**src/rtl/uart_cfg_rx.sv**
```systemverilog
// UART config receiver: frames LSB-first bytes, groups them into {addr, value, checksum} packets and writes addressed config registers.
// Latency: a register write (upd_stb) appears two clocks after the stop-bit sample of the checksum byte; frame errors one clock after.
// Backpressure: none; the UART line cannot be stalled, so every decision is a one-cycle pulse and bad bytes/packets are dropped.
//
// Ports:
//   clk        system clock
//   rst        synchronous, active-high reset
//   uart_data  asynchronous UART line, idle high
//   par_regs   flat config bus, register i at [i*DATA_BITS +: DATA_BITS]
//   upd_stb    one-cycle pulse when a register is written
//   upd_idx    index of the last written register
//   err_frame  one-cycle pulse, stop bit sampled low
//   err_parity one-cycle pulse, even-parity mismatch (only with PARITY_EN)
//   err_pkt    one-cycle pulse, bad checksum, address out of range or intra-packet timeout
module uart_cfg_rx #(
    parameter int CLK_PER_BIT  = 52,
    parameter int DATA_BITS    = 8,
    parameter int PAR_NUM      = 5,
    parameter int PARITY_EN    = 0,
    parameter int TIMEOUT_BITS = 20,
    localparam int IDX_W       = (PAR_NUM > 1) ? $clog2(PAR_NUM) : 1
) (
    input  logic                         clk,
    input  logic                         rst,
    input  logic                         uart_data,
    output logic [PAR_NUM*DATA_BITS-1:0] par_regs,
    output logic                         upd_stb,
    output logic [IDX_W-1:0]             upd_idx,
    output logic                         err_frame,
    output logic                         err_parity,
    output logic                         err_pkt
);

    // Bit-period timing
    localparam int CW = $clog2(CLK_PER_BIT);
    localparam logic [CW-1:0] HALF_M1 = CW'(CLK_PER_BIT / 2 - 1);
    localparam logic [CW-1:0] FULL_M1 = CW'(CLK_PER_BIT - 1);

    // Data-bit index within a frame
    localparam int DCW = $clog2(DATA_BITS);
    localparam logic [DCW-1:0] LAST_BIT = DCW'(DATA_BITS - 1);

    // Intra-packet idle limit, in clock cycles
    localparam int TMO_CYC = TIMEOUT_BITS * CLK_PER_BIT;
    localparam int TW = $clog2(TMO_CYC + 1);
    localparam logic [TW-1:0] TMO_LIM = TW'(TMO_CYC);

    // One extra bit so PAR_NUM = 2**DATA_BITS is representable
    localparam logic [DATA_BITS:0] PAR_LIM = (DATA_BITS + 1)'(PAR_NUM);

    typedef enum logic [2:0] {
        S_IDLE,
        S_START,
        S_DATA,
        S_PARITY,
        S_STOP
    } frm_state_t;

    // ------------------------------------------------------------------
    // Input synchronizer. sync_q[1] is the synchronized line; s_prev_q is
    // its previous value, used only for falling-edge detection.
    // ------------------------------------------------------------------
    logic [1:0] sync_q;
    logic       s_prev_q;
    logic       s;

    always_ff @(posedge clk) begin
        if (rst) begin
            sync_q   <= 2'b11;
            s_prev_q <= 1'b1;
        end else begin
            sync_q   <= {sync_q[0], uart_data};
            s_prev_q <= sync_q[1];
        end
    end

    assign s = sync_q[1];

    // ------------------------------------------------------------------
    // Frame FSM
    // ------------------------------------------------------------------
    frm_state_t           state_q;
    logic [CW-1:0]        bit_cnt_q;
    logic [DCW-1:0]       dbit_q;
    logic [DATA_BITS-1:0] shift_q;
    logic                 par_bad_q;
    logic                 byte_vld_q;
    logic                 frm_err_q;
    logic                 par_err_q;
    logic                 start_det;

    // A start is only recognised from IDLE; a line that stays low after a
    // bad stop bit produces no new edge, hence no repeated errors.
    assign start_det = (state_q == S_IDLE) && s_prev_q && !s;

    always_ff @(posedge clk) begin
        if (rst) begin
            state_q    <= S_IDLE;
            bit_cnt_q  <= '0;
            dbit_q     <= '0;
            shift_q    <= '0;
            par_bad_q  <= 1'b0;
            byte_vld_q <= 1'b0;
            frm_err_q  <= 1'b0;
            par_err_q  <= 1'b0;
        end else begin
            byte_vld_q <= 1'b0;
            frm_err_q  <= 1'b0;
            par_err_q  <= 1'b0;
            case (state_q)
                S_IDLE: begin
                    if (start_det) begin
                        state_q   <= S_START;
                        bit_cnt_q <= HALF_M1;
                    end
                end
                S_START: begin
                    if (bit_cnt_q == '0) begin
                        if (s) begin
                            // Glitch shorter than half a bit: silently ignore
                            state_q <= S_IDLE;
                        end else begin
                            state_q   <= S_DATA;
                            bit_cnt_q <= FULL_M1;
                            dbit_q    <= '0;
                            par_bad_q <= 1'b0;
                        end
                    end else begin
                        bit_cnt_q <= bit_cnt_q - 1'b1;
                    end
                end
                S_DATA: begin
                    if (bit_cnt_q == '0) begin
                        // LSB first: after DATA_BITS shifts bit 0 is the first bit received
                        shift_q   <= {s, shift_q[DATA_BITS-1:1]};
                        bit_cnt_q <= FULL_M1;
                        if (dbit_q == LAST_BIT) begin
                            state_q <= (PARITY_EN != 0) ? S_PARITY : S_STOP;
                        end else begin
                            dbit_q <= dbit_q + 1'b1;
                        end
                    end else begin
                        bit_cnt_q <= bit_cnt_q - 1'b1;
                    end
                end
                S_PARITY: begin
                    if (bit_cnt_q == '0) begin
                        // Even parity: the parity bit equals the XOR of the data bits
                        par_bad_q <= s ^ (^shift_q);
                        bit_cnt_q <= FULL_M1;
                        state_q   <= S_STOP;
                    end else begin
                        bit_cnt_q <= bit_cnt_q - 1'b1;
                    end
                end
                S_STOP: begin
                    if (bit_cnt_q == '0) begin
                        // Leave mid stop bit so the next start edge is not missed.
                        // A framing error masks any parity error.
                        state_q <= S_IDLE;
                        if (!s) begin
                            frm_err_q <= 1'b1;
                        end else if (par_bad_q) begin
                            par_err_q <= 1'b1;
                        end else begin
                            byte_vld_q <= 1'b1;
                        end
                    end else begin
                        bit_cnt_q <= bit_cnt_q - 1'b1;
                    end
                end
                default: begin
                    state_q <= S_IDLE;
                end
            endcase
        end
    end

    // ------------------------------------------------------------------
    // Packet parser and config registers. The received byte stays in
    // shift_q until the next frame's data bits, so it is read directly.
    // ------------------------------------------------------------------
    logic [1:0]                   bcnt_q, bcnt_d;
    logic [DATA_BITS-1:0]         addr_q, addr_d;
    logic [DATA_BITS-1:0]         val_q, val_d;
    logic [TW-1:0]                tcnt_q, tcnt_d;
    logic [PAR_NUM*DATA_BITS-1:0] par_regs_q, par_regs_d;
    logic                         upd_stb_q, upd_stb_d;
    logic [IDX_W-1:0]             upd_idx_q, upd_idx_d;
    logic                         err_pkt_q, err_pkt_d;
    logic                         addr_ok;
    logic                         csum_ok;
    logic                         tmo_hit;

    assign addr_ok = ({1'b0, addr_q} < PAR_LIM);
    assign csum_ok = (shift_q == (addr_q ^ val_q));
    // Only counts between bytes of a started packet; frozen while a frame is in flight
    assign tmo_hit = (state_q == S_IDLE) && (bcnt_q != 2'd0) && (tcnt_q == TMO_LIM);

    always_comb begin
        bcnt_d     = bcnt_q;
        addr_d     = addr_q;
        val_d      = val_q;
        tcnt_d     = tcnt_q;
        par_regs_d = par_regs_q;
        upd_stb_d  = 1'b0;
        upd_idx_d  = upd_idx_q;
        err_pkt_d  = 1'b0;

        // Idle-gap counter
        if (start_det || (bcnt_q == 2'd0) || tmo_hit) begin
            tcnt_d = '0;
        end else if (state_q == S_IDLE) begin
            tcnt_d = tcnt_q + 1'b1;
        end

        if (frm_err_q || par_err_q) begin
            // A corrupted byte breaks packet alignment; restart at addr
            bcnt_d = 2'd0;
        end else if (byte_vld_q) begin
            case (bcnt_q)
                2'd0: begin
                    addr_d = shift_q;
                    bcnt_d = 2'd1;
                end
                2'd1: begin
                    val_d  = shift_q;
                    bcnt_d = 2'd2;
                end
                default: begin
                    bcnt_d = 2'd0;
                    if (csum_ok && addr_ok) begin
                        for (int i = 0; i < PAR_NUM; i++) begin
                            if (addr_q == DATA_BITS'(i)) begin
                                par_regs_d[i*DATA_BITS +: DATA_BITS] = val_q;
                            end
                        end
                        upd_stb_d = 1'b1;
                        upd_idx_d = addr_q[IDX_W-1:0];
                    end else begin
                        err_pkt_d = 1'b1;
                    end
                end
            endcase
        end else if (tmo_hit) begin
            bcnt_d    = 2'd0;
            err_pkt_d = 1'b1;
        end
    end

    always_ff @(posedge clk) begin
        if (rst) begin
            bcnt_q     <= 2'd0;
            addr_q     <= '0;
            val_q      <= '0;
            tcnt_q     <= '0;
            par_regs_q <= '0;
            upd_stb_q  <= 1'b0;
            upd_idx_q  <= '0;
            err_pkt_q  <= 1'b0;
        end else begin
            bcnt_q     <= bcnt_d;
            addr_q     <= addr_d;
            val_q      <= val_d;
            tcnt_q     <= tcnt_d;
            par_regs_q <= par_regs_d;
            upd_stb_q  <= upd_stb_d;
            upd_idx_q  <= upd_idx_d;
            err_pkt_q  <= err_pkt_d;
        end
    end

    assign par_regs   = par_regs_q;
    assign upd_stb    = upd_stb_q;
    assign upd_idx    = upd_idx_q;
    assign err_frame  = frm_err_q;
    assign err_parity = par_err_q;
    assign err_pkt    = err_pkt_q;

endmodule
```
**config.mk**
```make
export PLATFORM = sky130hd
export DESIGN_NAME = uart_cfg_rx
export DESIGN_NICKNAME = d
export VERILOG_FILES = /design/src/rtl/uart_cfg_rx.sv
export SDC_FILE = /design/constraint.sdc
export NUM_CORES = 1
export LEC_CHECK = 0
export CAP_MARGIN = 40
export CORE_ASPECT_RATIO = 1.25
export CORE_MARGIN = 8
export CORE_UTILIZATION = 40
export DETAILED_ROUTE_END_ITERATION = 12
export SYNTH_ARGS = -nofsm -noshare
export SYNTH_HDL_FRONTEND = slang
export SYNTH_SLANG_ARGS = --single-unit
```
**constraint.sdc**
```tcl
create_clock -name clk -period 2.1 [get_ports clk]
set_input_delay 0.42 -clock clk [delete_from_list [all_inputs] [get_ports clk]]
set_output_delay 0.42 -clock clk [all_outputs]
set_load 0.01 [all_outputs]
```
==> results.md <==
- Top Ports: 50
- Area of the die: 15000 um^2
- Min Tclk post-route: 2.02 ns
- Relative slew slack: 60.7%
- Max cap viols: 0
- Worst Skew: 0.00668 ns
- Clock transition at path regs: 0.07 ns
- Cells after synthesis: 470
- Iter 0 DRT Violations: 126
- Fillers: 1032
- Dpl cell area: 5340 um^2
- Initial antenna violation count: 0
- Vias: 3443
- Cts bufs inserted: 9
- RSZ-0062 raised after global routing: true
- Path type of the worst setup path: flip-flop to flip-flop
- Final Max Tran Viols: 0
- Ant. Diodes: 0
- GR Util met2: 24.7%
- Core Region: 11100 um^2
- Routed len/inst: 15.5 um
- Hold Crit Class: flip-flop to flip-flop
- Die height: 135 um
- Port bufs: 49
- WP data required: 2.38 ns
- Clock sink count: 101
- Pre-CTS setup slack: 0.00718 ns
- Count of cell types in the netlist: 53
- Die width: 111 um
- Setup ws final: 0.0810 ns
- Synth Net Count: 479
- Final Wtd Congestion: 0.800
- Period Utilization, post-route: 96.1%
- Status: completed
- Post-DP HPWL: 7550 um
- Startpoint types: flip-flop
- Synthesized area: 4540 um^2
- First-pass DRT Iterations: 4
- Pwr Total: 3.83 mW
- Final setup vio count: 0
- Power per Cell Area: 673 nW/um^2
- Syn-to-layout area delta: 25.4%
- Multi-input gate area: 2330 um^2
- Crit path DAT: 2.30 ns
- Maximum VDD drop: 0.322 mV
- Met1 Use GR: 16.3%
- Global-route wire length before repair: 17400 um
- Seq cells post-synth: 101
- Syn avg cell area: 9.66 um^2
- Vias per cell: 5.12
- Clock Path Buffers: 2
- Gr usage total: 14.1%
- CTS H-tree depth: 3
- Post-synth top flop: dfxtp_1
- Number of routed nets with antenna violations: 0
- Sequential cell area: 2020 um^2
- Pleak: 2.44 nW
- GRT overflow: 0
- Maximum clock frequency: 495 MHz
- Share of synthesized registers carrying an async set or reset: 0%
- CTS tree: done
- DRC: 0
- Number of synthesized flops with an enable pin: 0
- Vias in the first global route: 3499
- Clock latency on the worst-skew pair: 0.34 ns
- Post-CTS Hold Fix Bufs: 0
- Layout cell share with drive strength beyond 1: 15.1%
- Root buffer cell: clkbuf_16
- Final hold vios: 0
- Initial Util: 41.0%
- Synthesis Warnings: 0
- Largest net degree at the start of global routing: 57
- Final Instance Area: 5690 um^2
- Sequential share of the synthesized area: 44.5%
- GR Layer Usage met3: 2.84%
- Site row count: 43
- WL final: 10400 um
- Slew @ Worst Pin: 0.588 ns
- GR peak layer: met2
- CP Max Fanout: 7
- NumNets Final: 542
- Crit. End Element: flip-flop
- Flop2flop setup slack: 0.08 ns
-- registers in the layout (all words and copies together) (netlist names) --
register    flops
upd_stb         1
shift_q         8
upd_idx         3
bit_cnt_q       6
bcnt_q          2
state_q         3
dbit_q          3
err_parity      1
byte_vld_q      1
err_frame       1
val_q           8
par_regs       40
s_prev_q        1
err_pkt         1
sync_q          2
addr_q          8
par_bad_q       1
tcnt_q         11
-- worst max-delay path, stage by stage, from the launching register on --
cell      delay (ns)
dfxtp_2         0.32
inv_2           0.06
ha_1            0.12
or4b_4          0.50
nand2b_4        0.17
or3_4           0.33
or3_4           0.33
a21oi_2         0.11
-- logic make-up after synthesis --
kind of cell / share of synthesized area, %
buffers and inverters: 4.79
AO/OA/AOI/OAI: 5.24
adder cells (fa/ha/maj): 1.65
AND/OR/NAND/NOR: 21.0
flip-flops: 44.5
XOR/XNOR: 7.58
multiplexers: 15.2
-- power by group --
group	internal [mW]	switching [mW]	total (mW)
Combinational	0.0963	0.118	0.214
Clock	0.932	0.743	1.68
Sequential	1.93	0.0134	1.94
Total	2.95	0.874	3.83
-- path summary, 6_finish.rpt --
| path | startpoint | endpoint | cells past startpoint |
|---|---|---|---|
| setup / recovery | bit_cnt_q[1]$_SDFFE_PP0P_ | dbit_q[0]$_SDFFE_PP0P_ | 7 |
| hold / removal | sync_q[0]$_SDFF_PP1_ | sync_q[1]$_SDFF_PP1_ | 1 |
| setup reg to reg | bit_cnt_q[1]$_SDFFE_PP0P_ | dbit_q[0]$_SDFFE_PP0P_ | 7 |
| hold reg to reg | sync_q[0]$_SDFF_PP1_ | sync_q[1]$_SDFF_PP1_ | 1 |
-- per-layer routing --
metal / vias up / part of all wire (%)
li1: 1740 / -
met1: 1644 / 43
met2: 49 / 52
met3: 10 / 3.7
met4: 0 / 1.1
met5: - / 0
-- cells in the final DEF, fill, tap and decap left out, types with 8 or more instances in the layout --
cell type / netlist / routed
a21oi_1: 11 / 11
buf_4: 0 / 31
clkbuf_16: 0 / 9
clkdlybuf4s50_1: 0 / 48
dfxtp_1: 101 / 99
inv_1: 12 / 10
mux2i_1: 69 / 68
nand2_1: 16 / 16
nor2_1: 94 / 94
nor3_1: 9 / 9
o21ai_0: 8 / 8
xnor3_1: 8 / 8
xor2_1: 9 / 9
-- area by class of cell --
class                           instances  share of cell area [%]
Inverter                               12                   0.791
Timing Repair Buffer                   87                    14.5
Clock inverter                          6                    1.25
Multi-Input combinational cell        322                    41.0
Tap cell                              135                    2.97
Sequential cell                       101                    35.6
Clock buffer                            9                    3.96
-- metrics by stage --
stage               util (%)  hold slack [ns]  TNS, ns  cells
finish                  51.4            0.420        0    672
detailed placement      48.2            0.405        0    656
global route            51.4            0.431  -0.0106    672
global placement        48.2            0.397        0    656
floorplan                  -            0.389  -0.0797    470
CTS                     50.9            0.421        0    671
-- cell usage after synthesis (all sizes together), types with 2 or more instances --
cell,instances,area (um^2)
a211oi,3,22.5
a21o,3,22.5
a21oi,12,63.8
and2,2,12.5
and3,7,43.8
and4,3,26.3
buf,7,58.8
clkbuf,27,104
dfxtp,101,2020
ha,6,75.1
inv,12,45.0
mux2i,69,691
nand2,16,60.1
nand2b,4,32.5
nand3,7,35.0
nand3b,2,15.0
nand4,9,81.3
nor2,95,359
nor2b,3,18.8
nor3,9,45.0
nor3b,3,22.5
nor4,6,37.5
nor4b,2,32.5
o2111ai,2,17.5
o21ai,9,45.0
o31ai,2,15.0
or2,4,25.0
or3,6,37.5
or3b,3,26.3
xnor2,7,61.3
xnor3,8,180
xor2,9,78.8
-- what timing repair did --
item,CTS,global route
pin swaps,0,1
setup endpoints to repair,3,20
gates resized for setup,1,13
cloned,0,0
setup buffers,0,1
Note: power is estimated with default switching activity, not from simulation.
